$ cat src/rtl/r2b_pkg.sv
`default_nettype none
// ============================================================================
// Module      : r2b_pkg
// Description : Shared types and helpers for the row-to-block converter:
//               FSM encoding, geometry derivation and the block-order mapping
//               from output element index to group-buffer position.
// Revision    : 1.0 - initial release
// ============================================================================
package r2b_pkg;

  typedef enum logic [1:0] {
    IDLE = 2'd0,
    FILL = 2'd1,
    EMIT = 2'd2,
    DONE = 2'd3
  } state_e;

  typedef struct packed {
    logic [31:0] group_rows;
    logic [31:0] slice_words;
    logic [31:0] num_groups;
  } geom_t;

  typedef struct packed {
    logic [31:0] row;
    logic [31:0] col;
  } buf_pos_t;

  // Bit width needed to count n values; never narrower than one bit.
  function automatic int clog2_safe(input int n);
    int c;
    c = $clog2(n);
    return (c < 1) ? 1 : c;
  endfunction

  // Rows gathered per group, output words per group, and number of groups.
  function automatic geom_t derive_geom(input int row, input int col, input int bs,
                                        input int nch, input int ncv);
    geom_t g;
    g.group_rows  = 32'(ncv * bs);
    g.slice_words = 32'(col / (nch * bs));
    g.num_groups  = 32'(row / (ncv * bs));
    return g;
  endfunction

  // Element k of word j comes from buffer row nv*BS+r, column j*NCH*BS+nh*BS+e,
  // where k = nh*CHUNK*NCV + nv*CHUNK + r*BS + e.
  function automatic buf_pos_t map_index(input int k, input int j, input int bs,
                                         input int chunk, input int nch, input int ncv);
    buf_pos_t p;
    int nh, nv, r, e;
    nh    = k / (chunk * ncv);
    nv    = (k % (chunk * ncv)) / chunk;
    r     = (k % chunk) / bs;
    e     = k % bs;
    p.row = 32'(nv * bs + r);
    p.col = 32'(j * nch * bs + nh * bs + e);
    return p;
  endfunction

endpackage
`default_nettype wire

$ cat src/rtl/r2b_converter_group_buffer.sv
`default_nettype none
// ============================================================================
// Module      : r2b_converter_group_buffer
// Description : Holds one row group (GROUP_ROWS full matrix rows) and presents
//               the selected core-mode output word combinationally.
// Revision    : 1.0 - initial release
// ============================================================================
module r2b_converter_group_buffer
  import r2b_pkg::*;
#(
  parameter int WIDTH       = 16,
  parameter int COL         = 64,
  parameter int GROUP_ROWS  = 4,
  parameter int BLOCK_SIZE  = 2,
  parameter int CHUNK_SIZE  = 4,
  parameter int NUM_CORES_H = 2,
  parameter int NUM_CORES_V = 2,
  parameter int SLICE_WORDS = 16,
  parameter int SEL_W       = 5
) (
  input  logic                                      clk,
  input  logic                                      wr_en_i,
  input  logic [clog2_safe(GROUP_ROWS)-1:0]         wr_addr_i,
  input  logic [WIDTH*COL-1:0]                      wr_data_i,
  input  logic [SEL_W-1:0]                          word_sel_i,
  output logic [WIDTH*CHUNK_SIZE*NUM_CORES_H*NUM_CORES_V-1:0] word_o
);

  localparam int RW        = WIDTH * COL;
  localparam int AW        = clog2_safe(GROUP_ROWS);
  localparam int OUT_ELEMS = CHUNK_SIZE * NUM_CORES_H * NUM_CORES_V;
  localparam int NSEL      = 1 << SEL_W;

  logic [RW-1:0]            mem_q [GROUP_ROWS];
  logic [GROUP_ROWS*RW-1:0] flat;
  logic [WIDTH-1:0]         cand [OUT_ELEMS][NSEL];

  // Row storage: the accepted row lands in its slot; contents need no reset.
  always_ff @(posedge clk) begin
    for (int g = 0; g < GROUP_ROWS; g++) begin
      if (wr_en_i && (wr_addr_i == AW'(g))) begin
        mem_q[g] <= wr_data_i;
      end
    end
  end

  for (genvar g = 0; g < GROUP_ROWS; g++) begin : g_row
    assign flat[g*RW +: RW] = mem_q[g];
  end

  // Each output element picks from a fixed candidate per word index, so the
  // mapping becomes constant wiring plus one mux per element.
  for (genvar k = 0; k < OUT_ELEMS; k++) begin : g_elem
    for (genvar j = 0; j < NSEL; j++) begin : g_word
      if (j < SLICE_WORDS) begin : g_live
        localparam buf_pos_t POS = map_index(k, j, BLOCK_SIZE, CHUNK_SIZE,
                                             NUM_CORES_H, NUM_CORES_V);
        localparam int BIT = (int'(POS.row) * COL + int'(POS.col)) * WIDTH;
        assign cand[k][j] = flat[BIT +: WIDTH];
      end else begin : g_pad
        assign cand[k][j] = '0;
      end
    end
    assign word_o[k*WIDTH +: WIDTH] = cand[k][word_sel_i];
  end

endmodule
`default_nettype wire

$ cat src/rtl/r2b_converter.sv
`default_nettype none
// ============================================================================
// Module      : r2b_converter
// Description : Row-to-block converter. Collects one row group of a row-major
//               matrix, then streams it out in core-mode block order, one
//               word per handshake, to feed the systolic core array.
// Revision    : 1.0 - initial release
// ============================================================================
module r2b_converter
  import r2b_pkg::*;
#(
  parameter int WIDTH       = 16,
  parameter int FRAC_WIDTH  = 8,
  parameter int ROW         = 256,
  parameter int COL         = 64,
  parameter int BLOCK_SIZE  = 2,
  parameter int CHUNK_SIZE  = 4,
  parameter int NUM_CORES_H = 2,
  parameter int NUM_CORES_V = 2
) (
  input  logic                                                 clk,
  input  logic                                                 rst,
  input  logic                                                 en,
  input  logic                                                 in_valid,
  output logic                                                 in_ready,
  input  logic [WIDTH*COL-1:0]                                 in_data,
  output logic                                                 out_valid,
  input  logic                                                 out_ready,
  output logic [WIDTH*CHUNK_SIZE*NUM_CORES_H*NUM_CORES_V-1:0]  out_data,
  output logic                                                 out_slice_last,
  output logic                                                 out_last,
  output logic                                                 done
);

  localparam geom_t GEOM        = derive_geom(ROW, COL, BLOCK_SIZE, NUM_CORES_H, NUM_CORES_V);
  localparam int    GROUP_ROWS  = int'(GEOM.group_rows);
  localparam int    SLICE_WORDS = int'(GEOM.slice_words);
  localparam int    NUM_GROUPS  = int'(GEOM.num_groups);
  localparam int    OUT_W       = WIDTH * CHUNK_SIZE * NUM_CORES_H * NUM_CORES_V;
  localparam int    RC_W        = clog2_safe(GROUP_ROWS);
  // word_cnt must be able to reach SLICE_WORDS to mark the group exhausted.
  localparam int    WC_W        = clog2_safe(SLICE_WORDS + 1);
  localparam int    GC_W        = clog2_safe(NUM_GROUPS);

  localparam logic [RC_W-1:0] ROW_LAST  = RC_W'(GROUP_ROWS - 1);
  localparam logic [WC_W-1:0] WORD_END  = WC_W'(SLICE_WORDS);
  localparam logic [WC_W-1:0] WORD_LAST = WC_W'(SLICE_WORDS - 1);
  localparam logic [GC_W-1:0] GRP_LAST  = GC_W'(NUM_GROUPS - 1);

  // Reject geometries the block mapping cannot represent.
  if ((CHUNK_SIZE != BLOCK_SIZE * BLOCK_SIZE) ||
      (ROW % GROUP_ROWS != 0) ||
      (COL % (NUM_CORES_H * BLOCK_SIZE) != 0) ||
      (FRAC_WIDTH > WIDTH)) begin : g_param_check
    $error("r2b_converter: illegal parameter combination");
  end

  state_e            state_q, state_d;
  logic [RC_W-1:0]   row_cnt_q, row_cnt_d;
  logic [WC_W-1:0]   word_cnt_q, word_cnt_d;
  logic [GC_W-1:0]   grp_cnt_q, grp_cnt_d;
  logic              out_valid_q, out_valid_d;
  logic [OUT_W-1:0]  out_data_q, out_data_d;
  logic              slice_last_q, slice_last_d;
  logic              last_q, last_d;
  logic              wr_en;
  logic              xfer;
  logic [OUT_W-1:0]  buf_word;

  r2b_converter_group_buffer #(
    .WIDTH       (WIDTH),
    .COL         (COL),
    .GROUP_ROWS  (GROUP_ROWS),
    .BLOCK_SIZE  (BLOCK_SIZE),
    .CHUNK_SIZE  (CHUNK_SIZE),
    .NUM_CORES_H (NUM_CORES_H),
    .NUM_CORES_V (NUM_CORES_V),
    .SLICE_WORDS (SLICE_WORDS),
    .SEL_W       (WC_W)
  ) u_buf (
    .clk        (clk),
    .wr_en_i    (wr_en),
    .wr_addr_i  (row_cnt_q),
    .wr_data_i  (in_data),
    .word_sel_i (word_cnt_q),
    .word_o     (buf_word)
  );

  // State, counters and the output register; reset aborts any partial group.
  always_ff @(posedge clk) begin
    if (rst) begin
      state_q      <= IDLE;
      row_cnt_q    <= '0;
      word_cnt_q   <= '0;
      grp_cnt_q    <= '0;
      out_valid_q  <= 1'b0;
      out_data_q   <= '0;
      slice_last_q <= 1'b0;
      last_q       <= 1'b0;
    end else begin
      state_q      <= state_d;
      row_cnt_q    <= row_cnt_d;
      word_cnt_q   <= word_cnt_d;
      grp_cnt_q    <= grp_cnt_d;
      out_valid_q  <= out_valid_d;
      out_data_q   <= out_data_d;
      slice_last_q <= slice_last_d;
      last_q       <= last_d;
    end
  end

  // Next-state, row capture and output-word loading; en low freezes all.
  always_comb begin
    state_d      = state_q;
    row_cnt_d    = row_cnt_q;
    word_cnt_d   = word_cnt_q;
    grp_cnt_d    = grp_cnt_q;
    out_valid_d  = out_valid_q;
    out_data_d   = out_data_q;
    slice_last_d = slice_last_q;
    last_d       = last_q;
    in_ready     = 1'b0;
    wr_en        = 1'b0;
    xfer         = out_valid_q & out_ready & en;

    case (state_q)
      IDLE: begin
        if (en) state_d = FILL;
      end
      FILL: begin
        in_ready = en;
        if (en && in_valid) begin
          wr_en = 1'b1;
          if (row_cnt_q == ROW_LAST) begin
            row_cnt_d  = '0;
            word_cnt_d = '0;
            state_d    = EMIT;
          end else begin
            row_cnt_d = row_cnt_q + 1'b1;
          end
        end
      end
      EMIT: begin
        if (xfer) begin
          out_valid_d  = 1'b0;
          slice_last_d = 1'b0;
          last_d       = 1'b0;
        end
        // A new word may replace the current one on the same edge it leaves.
        if (en && (word_cnt_q < WORD_END) && (!out_valid_q || out_ready)) begin
          out_valid_d  = 1'b1;
          out_data_d   = buf_word;
          slice_last_d = (word_cnt_q == WORD_LAST);
          last_d       = (word_cnt_q == WORD_LAST) && (grp_cnt_q == GRP_LAST);
          word_cnt_d   = word_cnt_q + 1'b1;
        end
        if (xfer && slice_last_q) begin
          if (grp_cnt_q == GRP_LAST) begin
            state_d = DONE;
          end else begin
            grp_cnt_d = grp_cnt_q + 1'b1;
            state_d   = FILL;
          end
        end
      end
      DONE: begin
        state_d = DONE;
      end
      default: begin
        state_d = IDLE;
      end
    endcase
  end

  assign out_valid      = out_valid_q;
  assign out_data       = out_data_q;
  assign out_slice_last = slice_last_q;
  assign out_last       = last_q;
  assign done           = (state_q == DONE);

endmodule
`default_nettype wire

$ cat config.mk
export PLATFORM = sky130hd
export DESIGN_NAME = r2b_converter
export DESIGN_NICKNAME = d
export VERILOG_FILES = /design/src/rtl/r2b_pkg.sv /design/src/rtl/r2b_converter_group_buffer.sv /design/src/rtl/r2b_converter.sv
export SDC_FILE = /design/constraint.sdc
export NUM_CORES = 2
export LEC_CHECK = 0
export ABC_CLOCK_PERIOD_IN_PS = 27700
export BUFFER_PORTS_ARGS = -buffer_cell sky130_fd_sc_hd__buf_2
export CAP_MARGIN = 20
export CORE_MARGIN = 8
export CORE_UTILIZATION = 25
export CTS_CLUSTER_SIZE = 25
export DETAILED_ROUTE_END_ITERATION = 8
export PLACE_DENSITY = 0.5
export SLEW_MARGIN = 15
export SYNTH_ARGS = -nofsm -noshare
export SYNTH_HDL_FRONTEND = slang
export SYNTH_SLANG_ARGS = --single-unit
export TNS_END_PERCENT = 50
$ cat constraint.sdc
create_clock -name clk -period 27.7 [get_ports clk]
set_input_delay 4.155 -clock clk [delete_from_list [all_inputs] [get_ports clk]]
set_output_delay 4.155 -clock clk [all_outputs]
set_load 0.05 [all_outputs]
==> results.toml <==
[run_status]
status = "finished, final reports clean"

[finish]
layout.cells.non_filler = 17587
final_cell_mix = "4096 x edfxtp_1, 1288 x buf_2, 1024 x mux4_2"
areaGrowthSynthToFinish_pct = 20.11
drive_gt1_frac = 0.3851
final_common_cell = "edfxtp_1"
final_area_sq_um = 194400
final_nets = 9419

[cts]
holdBufCountCts = 0
htreeDepth = 5
clk_pin_slew_ns = 0.06
ctsResizeCount = 0
clkSinkCount = 4370
cts_tree = "done"
clockRootBuffer = "clkbuf_16"
insertion_delay_ns = 1.04
cts_setup_buffers = 0
cts_buffer_depth = 4
numCtsBuffers = 458

[sta]
timing.hold.ws_ns = 0.5279
fin_setup_tns_ns = 0
period_share = 0.3457
max_freq_mhz = 104.4
setup_viol = 0
relSlewSlack = 0.2663
timing.final.ws_setup_ns = 18.12
slew_violations = 0
fin_crit_ns = 9.575
rsz0062_at_grt = "false"
hold_violations = 0
fin_worst_skew_ns = 0.1632
worstMarginPinSlew_ns = 1.101

[yosys]
synth_nets = 7943
synthMuxAreaShare = 0.1604
synth-compound-area-share = 0.03214
synth_top_family_by_area = "multiplexers"
synth_cell_type_count = 37
synth_seq_area_share = 0.7940
syn_inst = 6907
syn_area_sq_um = 161800
synthXorXnorAreaFrac = 0.0004330
synthAdderAreaFrac = 0.0005412
synth-simple-area-share = 0.001956
ys_ff_latch = 4370
yosysWarnings = 0
syn-mean-instance-area_sq_um = 23.43

[route]
routedWlPerCell_um = 28.69
via_count = 79906
drc = 0
drt_pass1_iterations = 5
antenna_left = 0
drt-initial-drc-count = 7635
drt_wl_total_um = 504600
vias_per_cell = 4.543

[critical_path]
end_kind = "primary output"
crit_required_ns = 23.55
start_kind = "primary input"
crit_fanout = 4
crit_type = "in2out"
cp_data_arrival_time_ns = 5.42

[floorplan]
ios = 1290
initial_core_util = 0.2508
die_x_um = 820.6
core_area_sq_um = 645200
die_y_um = 820.6
rows = 295
die_area_sq_um = 673300

[placed_design]
post-place-ws_ns = 17.74
hpwlAfterDp_um = 357000
place.gp.congestion = 0.8005
place_area_sq_um = 178600
placed_cells = 16534
numPortBuffers = 1289

[global_routing]
grt_pass1_vias = 82563
overflow = 0
antenna_found_initial = 525
grt_pass1_wl_um = 683700
grt_use_total = 0.1432
grt_max_degree = 150

[power_and_ir_drop]
ir_drop_mv = 0.05766
powerDensity_nw_per_um2 = 70.53
power.leakage_uw = 0.05970

[worst_hold_path]
hold_path_class = "reg2reg"

[job]
drv_cap = 0
cell type report:
type	instances	area (sq um)
diodes	190	475.5
clock buffers	615	12480
well taps	8613	10780
multi-input cells	2129	31660
flip-flops and latches	4370	128500
inverters	6	30.03
fillers	62541	450800
clock inverters	246	2793
repair buffers	1418	7661
power by group:
part | internal [uW] | switching, uW
clock network | 3590 | 2610
registers | 7270 | 9.99
logic | 69.9 | 165
sequential cells by signal (all words and copies together), names as in the netlist:
register / cells
out_data: 256
grp_cnt_q: 6
u_buf.mem_q: 4096
state_q: 2
out_slice_last: 1
row_cnt_q: 2
out_last: 1
out_valid: 1
word_cnt_q: 5
layer usage:
metal / track usage / vias up / routed length [um]
met4: 0.04951 / 250 / 18780
met1: 0.1680 / 42267 / 186800
met2: 0.2466 / 3234 / 252700
li1: - / 32941 / -
met5: 0 / - / 1605
met3: 0.04605 / 1214 / 44710
path summary, 6_finish.rpt:
check	start	endpoint	slack, ns	cells past startpoint
worst max-delay path	en	in_ready	18.12	4
worst min-delay path	grp_cnt_q[5]	grp_cnt_q[5]	0.53	2
worst max register to register	word_cnt_q[0]	out_data[189]	21.34	9
worst min register to register	grp_cnt_q[5]	grp_cnt_q[5]	0.53	2
metrics by stage:
stage          total power (uW)  utilization
6_report                  13710       0.3013
3_5_place_dp               7654       0.2768
5_1_grt                   14120       0.3008
2_1_floorplan              7488            -
4_1_cts                   13880       0.3004
3_3_place_gp               7640       0.2768
worst max-delay path: stages:
cell and delay [ns]:
buf_2 0.28, inv_1 0.13, nor3b_1 0.46, buf_2 0.37
Yosys cell counts:
| master | number | area share |
|---|---|---|
| edfxtp_1 | 4096 | 0.76 |
| mux4_2 | 1024 | 0.14 |
| a22oi_1 | 513 | 0.024 |
| dfxtp_1 | 274 | 0.034 |
| mux2_2 | 256 | 0.018 |
| clkbuf_1 | 226 | 0.0052 |
| o21ai_0 | 224 | 0.0069 |
| buf_2 | 116 | 0.0036 |
| buf_1 | 51 | 0.0012 |
| o21ai_1 | 34 | 0.0011 |
| nor2_1 | 20 | 0.00046 |
| a21oi_1 | 8 | 0.00025 |
| buf_4 | 8 | 0.00037 |
| ha_1 | 7 | 0.00054 |
| and2_1 | 6 | 0.00023 |
| inv_1 | 6 | 0.00014 |
| xor2_1 | 6 | 0.00032 |
| nand4_1 | 5 | 0.00019 |
| nand2_1 | 4 | 0.000093 |
| and3_1 | 3 | 0.00012 |
| nand3_1 | 3 | 0.000093 |
| xnor2_1 | 2 | 0.00011 |
| a2111oi_1 | 1 | 0.000062 |
| and4b_1 | 1 | 0.000062 |
| buf_6 | 1 | 0.000070 |
| mux2i_1 | 1 | 0.000062 |
| nand2b_1 | 1 | 0.000039 |
| nand3b_4 | 1 | 0.00012 |
| nand4b_1 | 1 | 0.000054 |
| nor2b_1 | 1 | 0.000039 |
| nor3_2 | 1 | 0.000062 |
| nor3_4 | 1 | 0.00010 |
| nor3b_1 | 1 | 0.000046 |
| nor4b_1 | 1 | 0.000054 |
| nor4b_4 | 1 | 0.00015 |
| o41ai_1 | 1 | 0.000054 |
| or3_1 | 1 | 0.000039 |
kinds of logic (layout without fill, tap and decap cells):
group,count (synthesis),in the layout
DFF,4370,4370
muxes,1281,1281
AOI/OAI and AO/OA,781,781
buffers and inverters,408,2285
and+or+nand+nor,52,52
xor gates and xnor gates,8,8
adders and majority gates,7,7
other,0,190
Power figures use the tool's default switching activity.
